File: src/rtl/aq_axi_lite_pkg.sv
// aq_axi_lite_pkg: response codes and state encoding shared by the AXI-Lite to AQ_LOCAL bridge
package aq_axi_lite_pkg;
  localparam logic [1:0] RESP_OKAY   = 2'b00;
  localparam logic [1:0] RESP_SLVERR = 2'b10;
  localparam logic [2:0] S_IDLE      = 3'd0;
  localparam logic [2:0] S_W_COLLECT = 3'd1;
  localparam logic [2:0] S_WR_LOCAL  = 3'd2;
  localparam logic [2:0] S_WR_RESP   = 3'd3;
  localparam logic [2:0] S_RD_LOCAL  = 3'd4;
  localparam logic [2:0] S_RD_RESP   = 3'd5;
endpackage

File: src/rtl/aq_axi_lite_local_bridge.sv
// aq_axi_lite_local_bridge: single-outstanding AXI4-Lite slave driving the AQ_LOCAL register bus,
// with an ACK timeout that completes a hung access with SLVERR.
module aq_axi_lite_local_bridge
  import aq_axi_lite_pkg::*;
#(
  parameter int TIMEOUT = 255
) (
  input  logic        RST_N,
  input  logic        AQ_LOCAL_CLK,
  input  logic [31:0] S_AXI_AWADDR,
  input  logic        S_AXI_AWVALID,
  output logic        S_AXI_AWREADY,
  input  logic [31:0] S_AXI_WDATA,
  input  logic [3:0]  S_AXI_WSTRB,
  input  logic        S_AXI_WVALID,
  output logic        S_AXI_WREADY,
  output logic [1:0]  S_AXI_BRESP,
  output logic        S_AXI_BVALID,
  input  logic        S_AXI_BREADY,
  input  logic [31:0] S_AXI_ARADDR,
  input  logic        S_AXI_ARVALID,
  output logic        S_AXI_ARREADY,
  output logic [31:0] S_AXI_RDATA,
  output logic [1:0]  S_AXI_RRESP,
  output logic        S_AXI_RVALID,
  input  logic        S_AXI_RREADY,
  output logic        AQ_LOCAL_CS,
  output logic        AQ_LOCAL_RNW,
  input  logic        AQ_LOCAL_ACK,
  output logic [31:0] AQ_LOCAL_ADDR,
  output logic [3:0]  AQ_LOCAL_BE,
  output logic [31:0] AQ_LOCAL_WDATA,
  input  logic [31:0] AQ_LOCAL_RDATA
);
  logic [2:0] state;
  logic prio_rd, aw_got, w_got, awready_q, wready_q, arready_q;
  logic [31:0] awaddr_q, wdata_q, awaddr_n, wdata_n;
  logic [3:0] wstrb_q, wstrb_n;
  logic [15:0] cnt;
  logic idle, wr_req, aw_hs, w_hs, ar_hs, aw_have, w_have, tmo, done;
  // the arbitration loser's READY is masked in the same cycle so only one direction can handshake
  assign idle = state == S_IDLE;
  assign wr_req = S_AXI_AWVALID | S_AXI_WVALID;
  assign S_AXI_AWREADY = awready_q & ~(idle & prio_rd & S_AXI_ARVALID);
  assign S_AXI_WREADY = wready_q & ~(idle & prio_rd & S_AXI_ARVALID);
  assign S_AXI_ARREADY = arready_q & ~(~prio_rd & wr_req);
  assign aw_hs = S_AXI_AWVALID & S_AXI_AWREADY;
  assign w_hs = S_AXI_WVALID & S_AXI_WREADY;
  assign ar_hs = S_AXI_ARVALID & S_AXI_ARREADY;
  assign aw_have = aw_got | aw_hs;
  assign w_have = w_got | w_hs;
  assign awaddr_n = aw_hs ? S_AXI_AWADDR : awaddr_q;
  assign wdata_n = w_hs ? S_AXI_WDATA : wdata_q;
  assign wstrb_n = w_hs ? S_AXI_WSTRB : wstrb_q;
  assign tmo = (TIMEOUT != 0) && (cnt == 16'(TIMEOUT - 1));
  assign done = AQ_LOCAL_ACK | tmo;
  always_ff @(posedge AQ_LOCAL_CLK or negedge RST_N)
    if (!RST_N) begin
      state <= S_IDLE;
      prio_rd <= 1'b0;
      aw_got <= 1'b0;
      w_got <= 1'b0;
      awready_q <= 1'b0;
      wready_q <= 1'b0;
      arready_q <= 1'b0;
      awaddr_q <= '0;
      wdata_q <= '0;
      wstrb_q <= '0;
      cnt <= '0;
      S_AXI_BRESP <= RESP_OKAY;
      S_AXI_BVALID <= 1'b0;
      S_AXI_RDATA <= '0;
      S_AXI_RRESP <= RESP_OKAY;
      S_AXI_RVALID <= 1'b0;
      AQ_LOCAL_CS <= 1'b0;
      AQ_LOCAL_RNW <= 1'b0;
      AQ_LOCAL_ADDR <= '0;
      AQ_LOCAL_BE <= '0;
      AQ_LOCAL_WDATA <= '0;
    end else begin
      case (state)
        S_IDLE, S_W_COLLECT:
          if (ar_hs) begin
            state <= S_RD_LOCAL;
            {awready_q, wready_q, arready_q} <= 3'b000;
            cnt <= '0;
            AQ_LOCAL_CS <= 1'b1;
            AQ_LOCAL_RNW <= 1'b1;
            AQ_LOCAL_ADDR <= S_AXI_ARADDR;
            AQ_LOCAL_BE <= 4'hF;
          end else if (aw_have & w_have) begin
            state <= S_WR_LOCAL;
            {awready_q, wready_q, arready_q} <= 3'b000;
            {aw_got, w_got} <= 2'b00;
            cnt <= '0;
            AQ_LOCAL_CS <= 1'b1;
            AQ_LOCAL_RNW <= 1'b0;
            AQ_LOCAL_ADDR <= awaddr_n;
            AQ_LOCAL_BE <= wstrb_n;
            AQ_LOCAL_WDATA <= wdata_n;
          end else if (aw_hs | w_hs) begin
            state <= S_W_COLLECT;
            {aw_got, w_got} <= {aw_have, w_have};
            {awready_q, wready_q, arready_q} <= {~aw_have, ~w_have, 1'b0};
            awaddr_q <= awaddr_n;
            wdata_q <= wdata_n;
            wstrb_q <= wstrb_n;
          end else if (idle) begin
            {awready_q, wready_q, arready_q} <= 3'b111;
          end
        S_WR_LOCAL, S_RD_LOCAL: begin
          cnt <= cnt + 16'd1;
          if (done) begin
            AQ_LOCAL_CS <= 1'b0;
            state <= (state == S_WR_LOCAL) ? S_WR_RESP : S_RD_RESP;
            if (state == S_WR_LOCAL) begin
              S_AXI_BVALID <= 1'b1;
              S_AXI_BRESP <= AQ_LOCAL_ACK ? RESP_OKAY : RESP_SLVERR;
            end else begin
              S_AXI_RVALID <= 1'b1;
              S_AXI_RRESP <= AQ_LOCAL_ACK ? RESP_OKAY : RESP_SLVERR;
              S_AXI_RDATA <= AQ_LOCAL_ACK ? AQ_LOCAL_RDATA : 32'h0;
            end
          end
        end
        S_WR_RESP:
          if (S_AXI_BREADY) begin
            S_AXI_BVALID <= 1'b0;
            state <= S_IDLE;
            prio_rd <= 1'b1;
            {awready_q, wready_q, arready_q} <= 3'b111;
          end
        S_RD_RESP:
          if (S_AXI_RREADY) begin
            S_AXI_RVALID <= 1'b0;
            state <= S_IDLE;
            prio_rd <= 1'b0;
            {awready_q, wready_q, arready_q} <= 3'b111;
          end
        default: state <= S_IDLE;
      endcase
    end
endmodule
File: config.mk
export PLATFORM = sky130hd
export DESIGN_NAME = aq_axi_lite_local_bridge
export DESIGN_NICKNAME = d
export VERILOG_FILES = /design/src/rtl/aq_axi_lite_pkg.sv /design/src/rtl/aq_axi_lite_local_bridge.sv
export SDC_FILE = /design/constraint.sdc
export NUM_CORES = 1
export LEC_CHECK = 0
export ABC_CLOCK_PERIOD_IN_PS = 2100
export CAP_MARGIN = 10
export CORE_UTILIZATION = 44
export DETAILED_ROUTE_END_ITERATION = 10
export PLACE_DENSITY = 0.77
export SYNTH_ARGS = -nofsm -noshare
export SYNTH_HDL_FRONTEND = slang
export SYNTH_SLANG_ARGS = --single-unit
export TNS_END_PERCENT = 30
File: constraint.sdc
create_clock -name AQ_LOCAL_CLK -period 2.1 [get_ports AQ_LOCAL_CLK]
set_input_delay 0.42 -clock AQ_LOCAL_CLK [delete_from_list [all_inputs] [get_ports AQ_LOCAL_CLK]]
set_output_delay 0.42 -clock AQ_LOCAL_CLK [all_outputs]
set_load 0.01 [all_outputs]
Word-level counts from Yosys, hierarchy flattened. Index checks and enable logic that the tools add are counted.

Flip-flop bits (word level): 201. Bits in latches: 0. RAM bits: 0. ROM bits: 0. Input port bits: 140. Output and inout bits: 111. Logic and storage cells: 136. Memories: 0.

Add/sub/neg operators: 1. Multipliers: 0. Divide/modulo/power cells: 0. Order comparisons: 0. Eq/ne operators: 14. Shift-type cells: 0. Multiplexer cells: 54. Bitwise operators: 23. Reduce and logical (&&, ||, !) cells: 23.

Operators with widths (number): $mux W32 (5); $mux W16 (2); $pmux W16 S2 (1); $mux W1 (27); $mux W3 (7); $reduce_and A4 Y1 (5); $reduce_and A3 Y1 (6); $add A16 B1 Y16 const B (1); $eq A16 B8 Y1 const B (1); $mux W4 (3); $pmux W3 S4 (1); $reduce_bool A2 Y1 (6); $and A1 B1 Y1 (10); $ne A2 B2 Y1 const B (5); $pmux W1 S3 (3); $not A1 Y1 (8); $pmux W1 S2 (4); $eq A3 B2 Y1 const B (2); $eq A3 B3 Y1 const B (2); $ne A5 B5 Y1 const B (1); $or A1 B1 Y1 (5); $ne A4 B4 Y1 const B (1); $reduce_and A2 Y1 (2); $reduce_or A2 Y1 (2); 5 further kinds (5).

Logic depth before layout (Yosys ltp). Gate-level depths: netlist (run 1).

Depth after elaboration: 12. Mapped depth: 9. Gate-level depth less buffers: 6.

Worst setup path before layout (run 1). No wires, ideal clock.

Path kind: flip-flop to flip-flop. Start: reg state[1]. End: reg AQ_LOCAL_ADDR[23]. Setup time: 0.125 ns. Data arrival time: 1.901 ns. Data required time: 1.975 ns. Setup slack: 0.074 ns. Cell stages (with the launch flop): 10. Buffers on the path: 4. Clock period less this slack: 2.026 ns. Cell sequence: dfrtp_1 buf_4 or2_1 buf_4 o21ai_0 buf_4 buf_4 mux2i_1 a21oi_1 mux2_2.

Cells in the longest elaborated chain, start to end: 10. Elaborated cells between the ends (all ways): 18. Classes of those cells: eq/ne (1); mux (3); bitwise (10); reduce/logical (4).

Ends and longest elaborated chain: start, declared (line aq_axi_lite_local_bridge.sv:35) `logic [2:0] state;`; start signal, assigned (line aq_axi_lite_local_bridge.sv:115) `state <= (state == S_WR_LOCAL) ? S_WR_RESP : S_RD_RESP;`; $logic_not A3 Y1 (line aq_axi_lite_local_bridge.sv:42, aq_axi_lite_local_bridge.sv:81); $and A1 B1 Y1 (2 in series) (line aq_axi_lite_local_bridge.sv:44, aq_axi_lite_local_bridge.sv:45); $not A1 Y1 (line aq_axi_lite_local_bridge.sv:44, aq_axi_lite_local_bridge.sv:45); $and A1 B1 Y1 (on tied branches) (line aq_axi_lite_local_bridge.sv:44, aq_axi_lite_local_bridge.sv:45); $and A1 B1 Y1 (on tied branches) (line aq_axi_lite_local_bridge.sv:47, aq_axi_lite_local_bridge.sv:48); $or A1 B1 Y1 (on tied branches) (line aq_axi_lite_local_bridge.sv:50, aq_axi_lite_local_bridge.sv:51); $and A1 B1 Y1 (line aq_axi_lite_local_bridge.sv:91) `end else if (aw_have & w_have) begin`; $reduce_bool A2 Y1 (no source line); $reduce_and A2 Y1 (no source line); end signal, assigned (line aq_axi_lite_local_bridge.sv:98) `AQ_LOCAL_ADDR <= awaddr_n;`; end, declared (line aq_axi_lite_local_bridge.sv:30) `output logic [31:0] AQ_LOCAL_ADDR,`.

Parallel ways exist; a longest one is shown, timed or not. The select of a mux whose other input is x is not followed. A chain may end at the register's enable or synchronous reset.

Worst setup path after layout (run 1).
Start: in S_AXI_AWVALID. End: reg AQ_LOCAL_ADDR[10].

Cells in the longest elaborated chain, start to end: 7. Elaborated cells between the ends (all ways): 13. Classes of those cells: mux (3); bitwise (8); reduce/logical (2).

Ends and longest elaborated chain: start, declared (line aq_axi_lite_local_bridge.sv:11) `input logic S_AXI_AWVALID,`; $or A1 B1 Y1 (line aq_axi_lite_local_bridge.sv:43) `assign wr_req = S_AXI_AWVALID | S_AXI_WVALID;`; $and A1 B1 Y1 (line aq_axi_lite_local_bridge.sv:46) `assign S_AXI_ARREADY = arready_q & ~(~prio_rd & wr_req);`; $not A1 Y1 (line aq_axi_lite_local_bridge.sv:46); $and A1 B1 Y1 (line aq_axi_lite_local_bridge.sv:46); $and A1 B1 Y1 (line aq_axi_lite_local_bridge.sv:49) `assign ar_hs = S_AXI_ARVALID & S_AXI_ARREADY;`; $reduce_bool A2 Y1 (no source line); $reduce_and A2 Y1 (no source line).

Parallel ways exist; a longest one is shown, timed or not. The select of a mux whose other input is x is not followed.

==> results of run 1 <==
layout make-up:
class	instances	area (µm²)	area share (%)
Tap cell	265	332	2.58
Clock buffer	19	453	3.52
Sequential cell	199	4980	38.7
Multi-Input combinational cell	487	3800	29.5
Antenna cell	1	2.50	0.0194
Timing Repair Buffer	307	3130	24.3
Clock inverter	13	153	1.19
Inverter	8	30.0	0.233
registers in the layout, indices dropped and copies added, names as in the netlist, 3 cells and up:
name,count
AQ_LOCAL_BE,4
AQ_LOCAL_ADDR,32
awaddr_q,32
wdata_q,32
S_AXI_RDATA,32
cnt,16
state,3
wstrb_q,4
AQ_LOCAL_WDATA,32
layout by cell type, fill, tap and decap left out, types with 4 or more instances in the layout:
| cell | netlist | routed |
|---|---|---|
| sky130_fd_sc_hd__inv_6 | 0 | 4 |
| sky130_fd_sc_hd__xor2_1 | 13 | 13 |
| sky130_fd_sc_hd__a2bb2oi_1 | 7 | 7 |
| sky130_fd_sc_hd__o21ai_0 | 43 | 42 |
| sky130_fd_sc_hd__nor3_1 | 6 | 6 |
| sky130_fd_sc_hd__a22o_1 | 32 | 32 |
| sky130_fd_sc_hd__mux2i_1 | 69 | 68 |
| sky130_fd_sc_hd__nand2b_1 | 4 | 4 |
| sky130_fd_sc_hd__nand4_1 | 8 | 8 |
| sky130_fd_sc_hd__buf_12 | 0 | 14 |
| sky130_fd_sc_hd__mux2_2 | 71 | 68 |
| sky130_fd_sc_hd__and2_1 | 6 | 6 |
| sky130_fd_sc_hd__mux2_1 | 30 | 30 |
| sky130_fd_sc_hd__dfrtp_1 | 199 | 198 |
| sky130_fd_sc_hd__nand2_1 | 49 | 49 |
| sky130_fd_sc_hd__buf_4 | 13 | 42 |
| sky130_fd_sc_hd__inv_8 | 0 | 5 |
| sky130_fd_sc_hd__a21oi_1 | 42 | 41 |
| sky130_fd_sc_hd__clkbuf_16 | 0 | 18 |
| sky130_fd_sc_hd__nor2_1 | 53 | 53 |
| sky130_fd_sc_hd__inv_1 | 8 | 8 |
| sky130_fd_sc_hd__clkdlybuf4s50_1 | 0 | 243 |
| sky130_fd_sc_hd__nand3_1 | 8 | 7 |
kinds of logic after synthesis:
group / after synthesis / share of synthesized area [%]
AOI/OAI and AO/OA: 144 / 10.5
DFF: 199 / 55.4
and+or+nand+nor: 156 / 8.41
other: 1 / 0.0417
muxes: 170 / 20.3
xor gates and xnor gates: 13 / 1.27
adders and majority gates: 2 / 0.278
buffers and inverters: 57 / 3.70
per-stage QoR:
step	setup WS [ns]	instances	hold WS [ns]	setup TNS, ns
6_report	0.0493	1299	0.480	0
5_1_grt	-0.0409	1299	0.501	-0.143
4_1_cts	0.0272	1296	0.486	0
3_5_place_dp	-0.374	1263	0.435	-44.87
3_3_place_gp	-0.341	1263	0.433	-41.42
2_1_floorplan	0.0744	743	0.124	0
synthesized netlist by cell type (all sizes together) (7+ instances only):
library cell    n
a21oi          43
mux2i          69
buf            29
mux2          101
nand2          51
nand4           8
dfrtp         199
xor2           13
nor2           55
clkbuf         20
nand3           8
a22o           32
a2bb2oi         7
inv             8
o21ai          45
power groups by stage:
stage / logic (mW) / registers [mW] / clock network (mW)
global placement: 8.42 / 6.60 / 0
finish: 8.71 / 6.61 / 3.34
CTS: 8.66 / 6.61 / 3.40
detailed placement: 8.63 / 6.64 / 0
floorplan: 4.35 / 6.92 / 0
global route: 9.42 / 6.85 / 3.56
what timing repair did:
| item | CTS | global route |
|---|---|---|
| pin swaps | 0 | 15 |
| setup endpoints to repair | 35 | 58 |
| setup buffers | 0 | 1 |
| hold endpoints to repair | 54 | 0 |
| hold buffers | 1 | 0 |
| gates resized for setup | 6 | 15 |
| gates cloned | 0 | 1 |
routing by layer:
layer	share of wire [%]	track usage (%)	wire length, µm	up-vias
li1	-	-	-	3206
met3	5.0	5.09	1100	35
met5	0	0	0	-
met2	49	35.8	10900	170
met4	2.4	7.87	539	0
met1	43	27.2	9530	3290
worst register-to-register path: cells and delay by family (launching register included):
kind	cells	cell delay, ns
and+or+nand+nor	3	0.66
buffers and inverters	2	0.47
DFF	1	0.43
muxes	1	0.37
worst paths after layout:
check | from | endpoint | slack (ns) | depth (start not counted)
worst max-delay path | S_AXI_AWVALID | AQ_LOCAL_ADDR[10] | 0.05 | 7
worst min-delay path | AQ_LOCAL_WDATA[15] | AQ_LOCAL_WDATA[15] | 0.48 | 2
worst max register to register | state[1] | wdata_q[3] | 0.07 | 6
worst min register to register | AQ_LOCAL_WDATA[15] | AQ_LOCAL_WDATA[15] | 0.48 | 2
max in group asynchronous | RST_N | AQ_LOCAL_ADDR[10] | 0.95 | 3
min in group asynchronous | RST_N | wdata_q[16] | 0.51 | 2
==> summary by stage, run 1 <==
Worst setup path
The critical path goes through clkdlybuf4s50_1 -> and2_1 -> o22a_2 -> nand2_1 -> a21oi_4 -> buf_12 -> mux2_2. The kind of end point of the critical path is a register. STA classifies the critical path startpoint as an input port. The cell with the biggest individual delay on the critical path is sky130_fd_sc_hd__clkdlybuf4s50_1.

The dominant delay contributor by cell family on the critical path is buffers and inverters. Data on the critical path arrives at its endpoint at 2.36 ns. The critical path is of the input port to register type. Of all nets on the critical path, the largest fanout is 25.

The number of buffers and inverters on the critical path is 2. Data on the critical path is required at its endpoint by 2.41 ns. The maximum cell stage delay along the critical path is 0.56 ns.

Placement
Once detailed placement completed, the half-perimeter wirelength came to 15600 µm. The placed cell area is 12100 µm². The count of buffers added on input and output ports is 248. At the end of routability-driven placement, the weighted congestion stood at 0.841.

Drt
The detailed-route vias per instance is 5.16. The sum of routed wire length over all layers is 22000 µm. After detailed routing, the number of remaining DRC violations is 0. In this run, the number of DRC markers left after iteration 0 of detailed routing was 312. The number of search-and-repair iterations in the first detailed-routing pass is 4.

The via count is 6701. The count of nets left with antenna violations once routing finished came out at 0. After detailed routing, the average wire length per cell comes to 17.0 µm.

Synth
Counting distinct cell types in the post-synthesis netlist gives 53. The post-synthesis instance area is 8990 µm². Among all flip-flop cells after synthesis, the most frequent one is sky130_fd_sc_hd__dfrtp_1.

Yosys printed 0 warnings. The synthesized area per cell is 12.1 µm². The biggest area consumer among synthesized cells is sky130_fd_sc_hd__dfrtp_1. Synthesis produced 742 cells. The share of the synthesized area in the top cell type is 55.4%.

The share of synthesized area occupied by flip-flops and latches is 55.4%. By area the synthesized netlist is led by sky130_fd_sc_hd__dfrtp_1, sky130_fd_sc_hd__mux2_2, sky130_fd_sc_hd__mux2i_1. The number of flops mapped to enable cells by yosys is 0.

The fraction of registers with async set/reset is 100%. In this run, synthesis produced a sequential element count of 199.

STA
For the finished layout, the period the worst path requires is 2.05 ns. Setup repair after global routing could not meet its margin everywhere. The count of final setup violators is 0. Between clock sinks in the finished design, the worst skew comes to 0.0168 ns. The count of final hold-check violations is 0.

The maximum clock rate is 488 MHz. The final clock period utilization by the worst path is 97.7%. The number of slew-limit violations in the final report came to 0.

Layout
Fill cells in the final layout number 1502. The number of nets in the layout is 1162. Compared with the post-synthesis result, the final layout area differs by 43.3%.

The post-layout utilization of the core is 65.3%. Cells with a size suffix above 1 make up 18.0% of the layout. The post-route standard cell area excluding fillers is 12900 µm².

Outcome
The run finished with clean final reports.

Floorplan
The die outline area is 21000 µm². Once the floorplan was initialized, standard cells occupied 45.6% of the core. The floorplan step set the die height to 145 µm.

The placement row count is 51. In this run the horizontal extent of the chip is 145 µm. The total core area is 19700 µm². In this run the count of I/O pins placed on the die edge is 251.

Clock network
TritonCTS created 17 clock buffers. The total clock sinks is 199. Clock-pin slew was measured on the worst setup and hold paths at 0.07 ns. The worst-case clock buffer depth is 2. The number of H-tree levels is 4. The cell chosen for the clock root is sky130_fd_sc_hd__clkbuf_16. The clock latency of the later-clocked register in the worst-skew pair is 0.43 ns. TritonCTS built the clock tree.

Power and ir drop
Total power for the finished layout comes to 18.7 mW. The share of total power dissipated in sequential elements is 35.4%. Across the VDD grid, the largest voltage drop is 728 µV. Internal power comes to 12.3 mW. In this run switching power makes up 33.9% of total power. The combinational cell fraction of total power is 46.7%.

The leakage component of the power is 5.72 nW. The power spent charging and discharging nets is 6.32 mW. The total power per unit cell area is 1450 nW/µm². Of the total power, the clock network draws 17.9%.

Global routing
The combined global-route utilization of all metal layers is 21.5%. The initial antenna violation count is 1. Entering global routing, the biggest net connects 67 pins. Summed over all layers, the global routing overflow is 0. The first-pass GRT wire length is 36100 µm. The number of global-route vias before repair is 7013.

Flow run
Max-cap violations in this run came to 0.

Worst hold path
The worst hold path belongs to the class register to register.
Power figures use the tool's default switching activity.
==> run 2, diff against run 1 <==
- ABC_AREA: default -> 1
==> run 2 against run 1 <==
Clock skew decreased by 0.0023 ns. Utilization decreased by 2.3 points. Global-route usage increased by 1.4 points. Flip-flop and latch count unchanged. First-iteration DRC count increased by 75%. Critical path depth decreased by 2. Hold slack improved by 0.0059 ns. Sequential power decreased by 12%. Count of clock-buffer cells in the layout decreased by 2. Clock power increased by 4%. Sequential share of layout area decreased by 1.1 points. Via count increased by 29%. Critical endpoint is now S_AXI_WREADY.
==> summary by stage, run 2 <==
Worst setup path
The kind of end point of the critical path is an output pin. The terminus of the critical flop-to-flop path is awaddr_q[17]. The maximum net fanout on the critical path was 3 (-88%). The cell with the biggest individual delay on the critical path is sky130_fd_sc_hd__dfrtp_1. The startpoint of the worst register-to-register path is state[2]. The worst reg2reg path depth came to 9 (+3).

The internal reg-to-reg setup slack is 0.26 ns (+0.19 ns). The buffering stage count on the worst path with inverters included is 2 (unchanged). The critical path data required time came to 1.68 ns (-0.73 ns).

STA classifies the critical path startpoint as a register. The endpoint arrival time on the critical path is 1.57 ns (-0.79 ns). The maximum cell stage delay along the critical path is 0.43 ns (-0.13 ns). The dominant delay contributor by cell family on the critical path is flip-flops. The worst setup path is of the register to output pin kind.

The critical path goes through nor2_4 -> nand3_4 -> inv_1 -> nor2_1 -> dlygate4sd2_1.

Drt
The via count is 8626 (+29%). The number of search-and-repair iterations in the first detailed-routing pass was 5 (+1). The sum of routed wire length over all layers is 24500 µm (+11%). The remaining number of nets flagged by the antenna check after routing came to 0 (unchanged). The average detailed-routed wire length per instance is 14.0 µm (-17%). The residual DRC count came to 0 (unchanged).

The initial DRC count is 545 (+75%). The detailed-route vias per instance is 4.94 (-4.2%).

STA
The worst-case clock skew is 0.0146 ns (-0.00226 ns). The count of final setup violators is 0 (unchanged). The final-layout worst hold slack was 0.485 ns (+0.00585 ns). Setup repair after global routing left no endpoint under its margin. The final clock period utilization by the worst path came to 95.0% (-2.7 points). The clock period minus final worst setup slack was 1.99 ns (-0.0563 ns). The maximum clock rate came to 501 MHz (+2.8%).

The count of final hold-check violations came to 0 (unchanged). The number of slew-limit violations in the final report is 0 (unchanged).

Synth
The synthesized area per cell came to 7.90 µm² (-35%). The fraction of registers with async set/reset is 100% (unchanged). The most used flip-flop cell after synthesis is sky130_fd_sc_hd__dfrtp_1. The share of the synthesized area in the top cell type is 52.8% (-2.6 points).

The commonest cells after synthesis are sky130_fd_sc_hd__nand2_1, sky130_fd_sc_hd__dfrtp_1, sky130_fd_sc_hd__o21ai_0, sky130_fd_sc_hd__inv_1, sky130_fd_sc_hd__clkbuf_1. The share of synthesized area occupied by flip-flops and latches came to 52.8% (-2.6 points). The number of distinct library cell variants in the gate-level netlist after synthesis was 34 (-36%). The most numerous cell in the Yosys netlist is sky130_fd_sc_hd__nand2_1.

The total of flip-flops plus latches after synthesis was 199 (unchanged). The biggest area consumer among synthesized cells is sky130_fd_sc_hd__dfrtp_1. The number of instances in the synthesized netlist is 1193 (+61%). The post-synthesis instance area is 9430 µm² (+4.9%). The number of flops mapped to enable cells by yosys is 0 (unchanged). In the post-synthesis netlist, the biggest area contributors are sky130_fd_sc_hd__dfrtp_1, sky130_fd_sc_hd__nand2_1, sky130_fd_sc_hd__o21ai_0. The number of warnings reported in the yosys synthesis log is 0 (unchanged).

Floorplan
The die outline area was 22000 µm² (+4.8%). The top-level port count was 251 (unchanged). The placement row count is 53 (+3.9%). The width of the die is 148 µm (+2.4%). The vertical die dimension is 148 µm (+2.4%). The effective utilization at floorplan is 44.8% (-0.73 points). The total core area was 21000 µm² (+6.6%).

Layout
The count of non-filler cells in the finished layout is 1745 (+34%). The area growth from synthesis to layout is 40.4%. The share of post-route cells with drive strength above 1 was 7.89% (-10 points).

Leaving out fill and tap cells, the most frequent cell in the layout is sky130_fd_sc_hd__nand2_1. The antenna diode count is 0 (-1). The post-route standard cell area excluding fillers was 13200 µm² (+2.8%).

The number of nets in the layout is 1599 (+38%). In the layout the commonest cells are sky130_fd_sc_hd__nand2_1, sky130_fd_sc_hd__clkdlybuf4s50_1, sky130_fd_sc_hd__dfrtp_1, sky130_fd_sc_hd__o21ai_0, sky130_fd_sc_hd__inv_1.

Clock network
The cell chosen for the clock root is sky130_fd_sc_hd__clkbuf_16. The clock-pin slew on the worst setup and hold paths is 0.08 ns (about the same). TritonCTS built the clock tree. The clock buffer count from CTS came to 17 (unchanged). The worst-case clock buffer depth is 2 (unchanged). The number of H-tree levels is 4 (unchanged).

The total clock sinks is 199 (unchanged). The clock latency of the later-clocked register in the worst-skew pair was 0.44 ns (about the same).

Placement
The final RePlAce weighted congestion was 0.892 (+6.0%). The placed cell area is 12600 µm² (+3.6%). The quantity of I/O buffers inserted on ports was 248 (unchanged). The HPWL after detailed placement is 17300 µm (+11%). The post-placement cell count is 1711 (+35%).

Global routing
The number of global-route vias before repair is 8321 (+19%). The first-pass GRT wire length was 40600 µm (+12%). The combined global-route utilization of all metal layers is 22.9% (+1.4 points).

The initial antenna violation count is 0 (-1). The maximum number of pins on one net before global-route repair is 68 (+1.5%). The total grt overflow was 0 (unchanged).

Power and ir drop
The leakage component of the power is 6.29 nW (+10%). The combinational cell fraction of total power came to 45.9% (-0.8 points). The sequential group share of total power is 33.9% (-1.5 points). The part of the power in the clock network is 20.2% (+2.3 points).

The fraction of power spent switching nets is 38.9% (+5.0 points). The total power per unit cell area is 1300 nW/µm² (-10%). The power spent charging and discharging nets was 6.69 mW (+5.9%).

The maximum VDD drop was 657 µV (-9.7%). The internal power consumption is 10.5 mW (-15%).

Flow run
The max-cap violation count is 0 (unchanged).

Worst hold path
The worst min-delay path category is input port to asynchronous set/reset pin.

Outcome
The flow ran to the end, and the final reports show no timing, DRC or antenna violations.
[run 2: how the worst max path moves through the flow]
| stage | from | endpoint | slack (ns) | cells after the start |
|---|---|---|---|---|
| floorplan | state[1] | wdata_q[26] | 0.37 | 12 |
| global placement | S_AXI_ARVALID | S_AXI_AWREADY | -0.17 | 7 |
| detailed placement | S_AXI_ARVALID | awaddr_q[15] | -0.17 | 11 |
| CTS | state[0] | S_AXI_AWREADY | 0.002 | 5 |
| global route | S_AXI_ARVALID | S_AXI_WREADY | 0.01 | 7 |
| finish | state[2] | S_AXI_WREADY | 0.11 | 5 |
[run 2: cells by family after synthesis]
kind of cell	after synthesis	synth area share, %
AO/OA/AOI/OAI	262	15.1
XOR/XNOR	8	0.743
adder cells (fa/ha/maj)	2	0.265
buffers and inverters	171	7.54
flip-flops	199	52.8
other	1	0.0398
AND/OR/NAND/NOR	550	23.5
[run 2: layout make-up]
cell class,instances,area (µm²)
clock inverters,15,215
repair buffers,312,3140
inverters,103,387
fillers,1775,7780
flip-flops and latches,199,4980
clock buffers,17,425
multi-input cells,824,3750
well taps,275,344
[run 2: power by group through the flow]
stage	registers [mW]	clock network (mW)	logic, mW
after floorplan	6.08	0	3.97
after global placement	5.82	0	7.66
after detailed placement	5.87	0	7.92
after CTS	5.83	3.54	7.96
after global routing	5.96	3.71	8.83
final	5.82	3.48	7.89
[run 2: per-layer routing]
metal | global-route usage [%] | share of wire [%] | vias to the layer above
met5 | 0 | 0 | -
met4 | 6.86 | 1.5 | 0
met3 | 4.36 | 6.1 | 29
met2 | 37.2 | 48 | 263
met1 | 31.2 | 44 | 4027
li1 | - | - | 4307
[run 2: metrics by stage]
step | setup WS [ns] | util, % | power (mW) | setup TNS (ns)
detailed placement | -0.166 | 59.9 | 13.8 | -13.38
global placement | -0.171 | 59.9 | 13.5 | -6.25
floorplan | 0.375 | - | 10.0 | 0
global route | 0.0147 | 63.0 | 18.5 | 0
CTS | 0.00165 | 63.0 | 17.3 | 0
finish | 0.106 | 63.0 | 17.2 | 0
[run 2: worst reg2reg max path: cells and delay by family, from the launching register on]
family / cells / cell delay (ns)
AND/OR/NAND/NOR: 7 / 0.81
flip-flops: 1 / 0.43
AO/OA/AOI/OAI: 1 / 0.24
buffers and inverters: 1 / 0.26
[run 2: repair_timing]
action | 4_1_cts | 5_1_grt
gates resized for setup | 3 | 2
endpoints found under the setup margin | 3 | 2
endpoints found under the hold margin | 41 | 0
cloned | 0 | 0
pin swaps | 1 | 0
setup buffers | 1 | 0
hold buffers | 1 | 0
==> run 3, diff against run 2 <==
- ABC_CLOCK_PERIOD_IN_PS: 2100 -> 2580
- CORE_UTILIZATION: 44 -> 53
- PLACE_DENSITY: 0.77 -> 0.86
- clock period: 2.1 -> 2.58 ns (I/O delays scaled with it)
==> run 3 against run 2 <==
Final cell count shrank 4.8%. Sequential share of layout area is 1.0 points higher. Clock power shrank 20%. Utilization increased by 11 points. Cell area is 2.7% lower. Wire length is 0.53% lower. Via count is 0.34% lower. Combinational power shrank 23%. Total power shrank 21%. Count of clock-buffer cells in the layout is 1 higher. Critical path type is now input port to output pin.
==> summary by stage, run 3 (synthesized netlist as in run 2, its figures left out) <==
Floorplan
The top-level port count came to 251 (unchanged). The placement row count came to 48 (-9.4%). The vertical die dimension was 135 µm (-8.8%). The width of the die came to 135 µm (-8.8%). The total core area is 17400 µm² (-17%). The effective utilization at floorplan is 54.3% (+9.5 points). The die outline area was 18300 µm² (-17%).

Layout
The count of non-filler cells in the finished layout is 1661 (-4.8%). The number of nets in the layout came to 1565 (-2.1%). The post-route standard cell area excluding fillers was 12900 µm² (-2.7%). Leaving out fill and tap cells, the most frequent cell in the layout is sky130_fd_sc_hd__nand2_1.

In the layout the commonest cells are sky130_fd_sc_hd__nand2_1, sky130_fd_sc_hd__clkdlybuf4s50_1, sky130_fd_sc_hd__dfrtp_1, sky130_fd_sc_hd__o21ai_0, sky130_fd_sc_hd__inv_1. The antenna diode count is 0 (unchanged). Relative to the synthesized area, the layout overhead comes to 36.7%. The share of post-route cells with drive strength above 1 was 5.64% (-2.3 points).

Power and ir drop
The part of the power in the clock network is 20.5% (+0.3 points). The maximum VDD drop is 668 µV (+1.7%). The combinational cell fraction of total power is 44.6% (-1.3 points). The total power per unit cell area is 1060 nW/µm² (-19%). The sequential group share of total power came to 34.9% (+1.0 points). The power spent charging and discharging nets came to 5.26 mW (-21%).

The internal power consumption is 8.37 mW (-20%). The leakage component of the power is 6.10 nW (-3.0%). The fraction of power spent switching nets is 38.6% (-0.28 points).

STA
The final-layout worst hold slack came to 0.0721 ns (-0.413 ns). The total negative setup slack is 0 ns (unchanged). The maximum clock rate is 411 MHz. The worst path uses 94.3% of the clock period. The count of final setup violators is 0 (unchanged). The count of final hold-check violations came to 0 (unchanged). The minimum setup slack in the final design is 0.147 ns (+0.0411 ns).

Setup repair after global routing left no endpoint under its margin. The clock period could shrink to 2.43 ns. Measured against its own limit, the worst slew margin works out to 51.6%. The worst-case clock skew is 0.0120 ns (-0.00253 ns).

The transition at the pin with the smallest max-transition slack is 0.726 ns. The number of slew-limit violations in the final report is 0 (unchanged).

Placement
The final RePlAce weighted congestion is 0.885 (-0.72%). The quantity of I/O buffers inserted on ports is 248 (unchanged). The HPWL after detailed placement is 16800 µm (-3.3%). The placed cell area is 12300 µm² (-2.5%). The worst setup slack after placement is 0.0948 ns (+0.260 ns).

The post-placement cell count is 1629 (-4.8%).

Clock network
The worst-case clock buffer depth is 2 (unchanged). The clock latency of the later-clocked register in the worst-skew pair is 0.43 ns (about the same). The total clock sinks came to 199 (unchanged). The number of buffers inserted for hold repair after clock tree synthesis was 0 (-1).

The clock-pin slew on the worst setup and hold paths is 0.06 ns (-0.02 ns). The clock buffer count from CTS is 17 (unchanged). The cell chosen for the clock root is sky130_fd_sc_hd__clkbuf_16. The CTS tree is done. The number of H-tree levels is 4 (unchanged).

The number of setup buffers added after CTS came to 0 (-1). The post-CTS resize count was 0 (-3).

Worst setup path
The startpoint identified for the worst register-to-register timing path is state[1]. The critical path data required time is 2.06 ns (+0.38 ns). The maximum net fanout on the critical path is 3 (unchanged).

The worst setup path is captured at an output pin. The endpoint arrival time on the critical path is 1.92 ns (+0.35 ns). The maximum cell stage delay along the critical path is 0.55 ns (+0.12 ns).

Among cell families on the critical path, the largest total delay comes from buffers and inverters. The slowest stage of the critical path is the sky130_fd_sc_hd__clkdlybuf4s50_1 cell. The internal reg-to-reg setup slack was 0.53 ns (+0.27 ns). The startpoint kind of the worst setup timing path is an input port. The setup path with the least slack is of type input port to output pin. The buffering stage count on the worst path with inverters included was 4 (+2). Walking the worst path, the cells encountered are clkdlybuf4s50_1 -> nand2_1 -> inv_1 -> nand3_4 -> inv_1 -> nor2_1 -> clkdlybuf4s50_1. The worst register-to-register path ends at awaddr_q[21]. The worst reg2reg path depth came to 10 (+1).

Drt
The detailed-route vias per instance came to 5.18 (+4.7%). The residual DRC count was 0 (unchanged). The average detailed-routed wire length per instance came to 14.7 µm (+4.5%).

The via count came to 8597 (-0.34%). The number of search-and-repair iterations in the first detailed-routing pass is 6 (+1). The initial DRC count is 586 (+7.5%). The sum of routed wire length over all layers is 24300 µm (-0.53%). The remaining number of nets flagged by the antenna check after routing is 0 (unchanged).

Global routing
The maximum number of pins on one net before global-route repair is 72 (+5.9%). The number of global-route vias before repair is 8147 (-2.1%). The combined global-route utilization of all metal layers came to 27.5% (+4.6 points).

The initial antenna violation count is 0 (unchanged). The total grt overflow is 0 (unchanged). The first-pass GRT wire length came to 39700 µm (-2.1%).

Flow run
The max-cap violation count is 0 (unchanged).

Worst hold path
The worst min-delay path category is input port to asynchronous set/reset pin.

Outcome
The run finished with clean final reports.
## run 3: worst max-delay path by stage
| stage | cells after the start | startpoint | to | slack, ns |
|---|---|---|---|---|
| floorplan | 12 | S_AXI_ARVALID | wstrb_q[0] | 0.83 |
| global placement | 7 | S_AXI_ARVALID | S_AXI_AWREADY | 0.18 |
| detailed placement | 12 | S_AXI_ARVALID | awaddr_q[21] | 0.09 |
| CTS | 7 | S_AXI_ARVALID | S_AXI_WREADY | 0.14 |
| global route | 7 | S_AXI_ARVALID | S_AXI_WREADY | 0.06 |
| finish | 7 | S_AXI_ARVALID | S_AXI_WREADY | 0.15 |
## run 3: cell type report
type                    count  area [µm²]
multi-input cells         824        3750
clock inverters            14         189
fillers                  1255        4470
well taps                 225         282
inverters                 103         387
repair buffers            278        2870
clock buffers              18         429
flip-flops and latches    199        4980
## run 3: worst register-to-register path: stages (launching register included)
cell and delay, ns:
sky130_fd_sc_hd__dfrtp_1 0.44, sky130_fd_sc_hd__nor2_4 0.24, sky130_fd_sc_hd__nand3_4 0.13, sky130_fd_sc_hd__nand3_2 0.14
sky130_fd_sc_hd__nand2_2 0.12, sky130_fd_sc_hd__nand2_4 0.11, sky130_fd_sc_hd__nand2_2 0.12, sky130_fd_sc_hd__nor2_4 0.14
sky130_fd_sc_hd__buf_4 0.35, sky130_fd_sc_hd__nand2_1 0.13, sky130_fd_sc_hd__nand2_1 0.09
## run 3: power groups by stage
stage / sequential, mW / clock [mW] / combinational (mW)
after floorplan: 4.95 / 0 / 3.23
after global placement: 4.73 / 0 / 5.85
after detailed placement: 4.77 / 0 / 6.05
after CTS: 4.75 / 2.84 / 6.09
after global routing: 4.87 / 2.96 / 6.76
final: 4.76 / 2.80 / 6.07
## run 3: per-layer routing
metal  GRT usage (%)  vias to the layer above  wire length [µm]
li1                -                     4233                 -
met3            5.65                       35              1510
met2            44.0                      296             11800
met5               0                        -                 0
met4            9.93                        0               456
met1            37.2                     4033             10600
## run 3: per-stage QoR
stage	utilization, %	power, mW
after floorplan	-	8.18
after global placement	70.7	10.6
after detailed placement	70.7	10.8
after CTS	74.2	13.7
after global routing	74.2	14.6
final	74.2	13.6
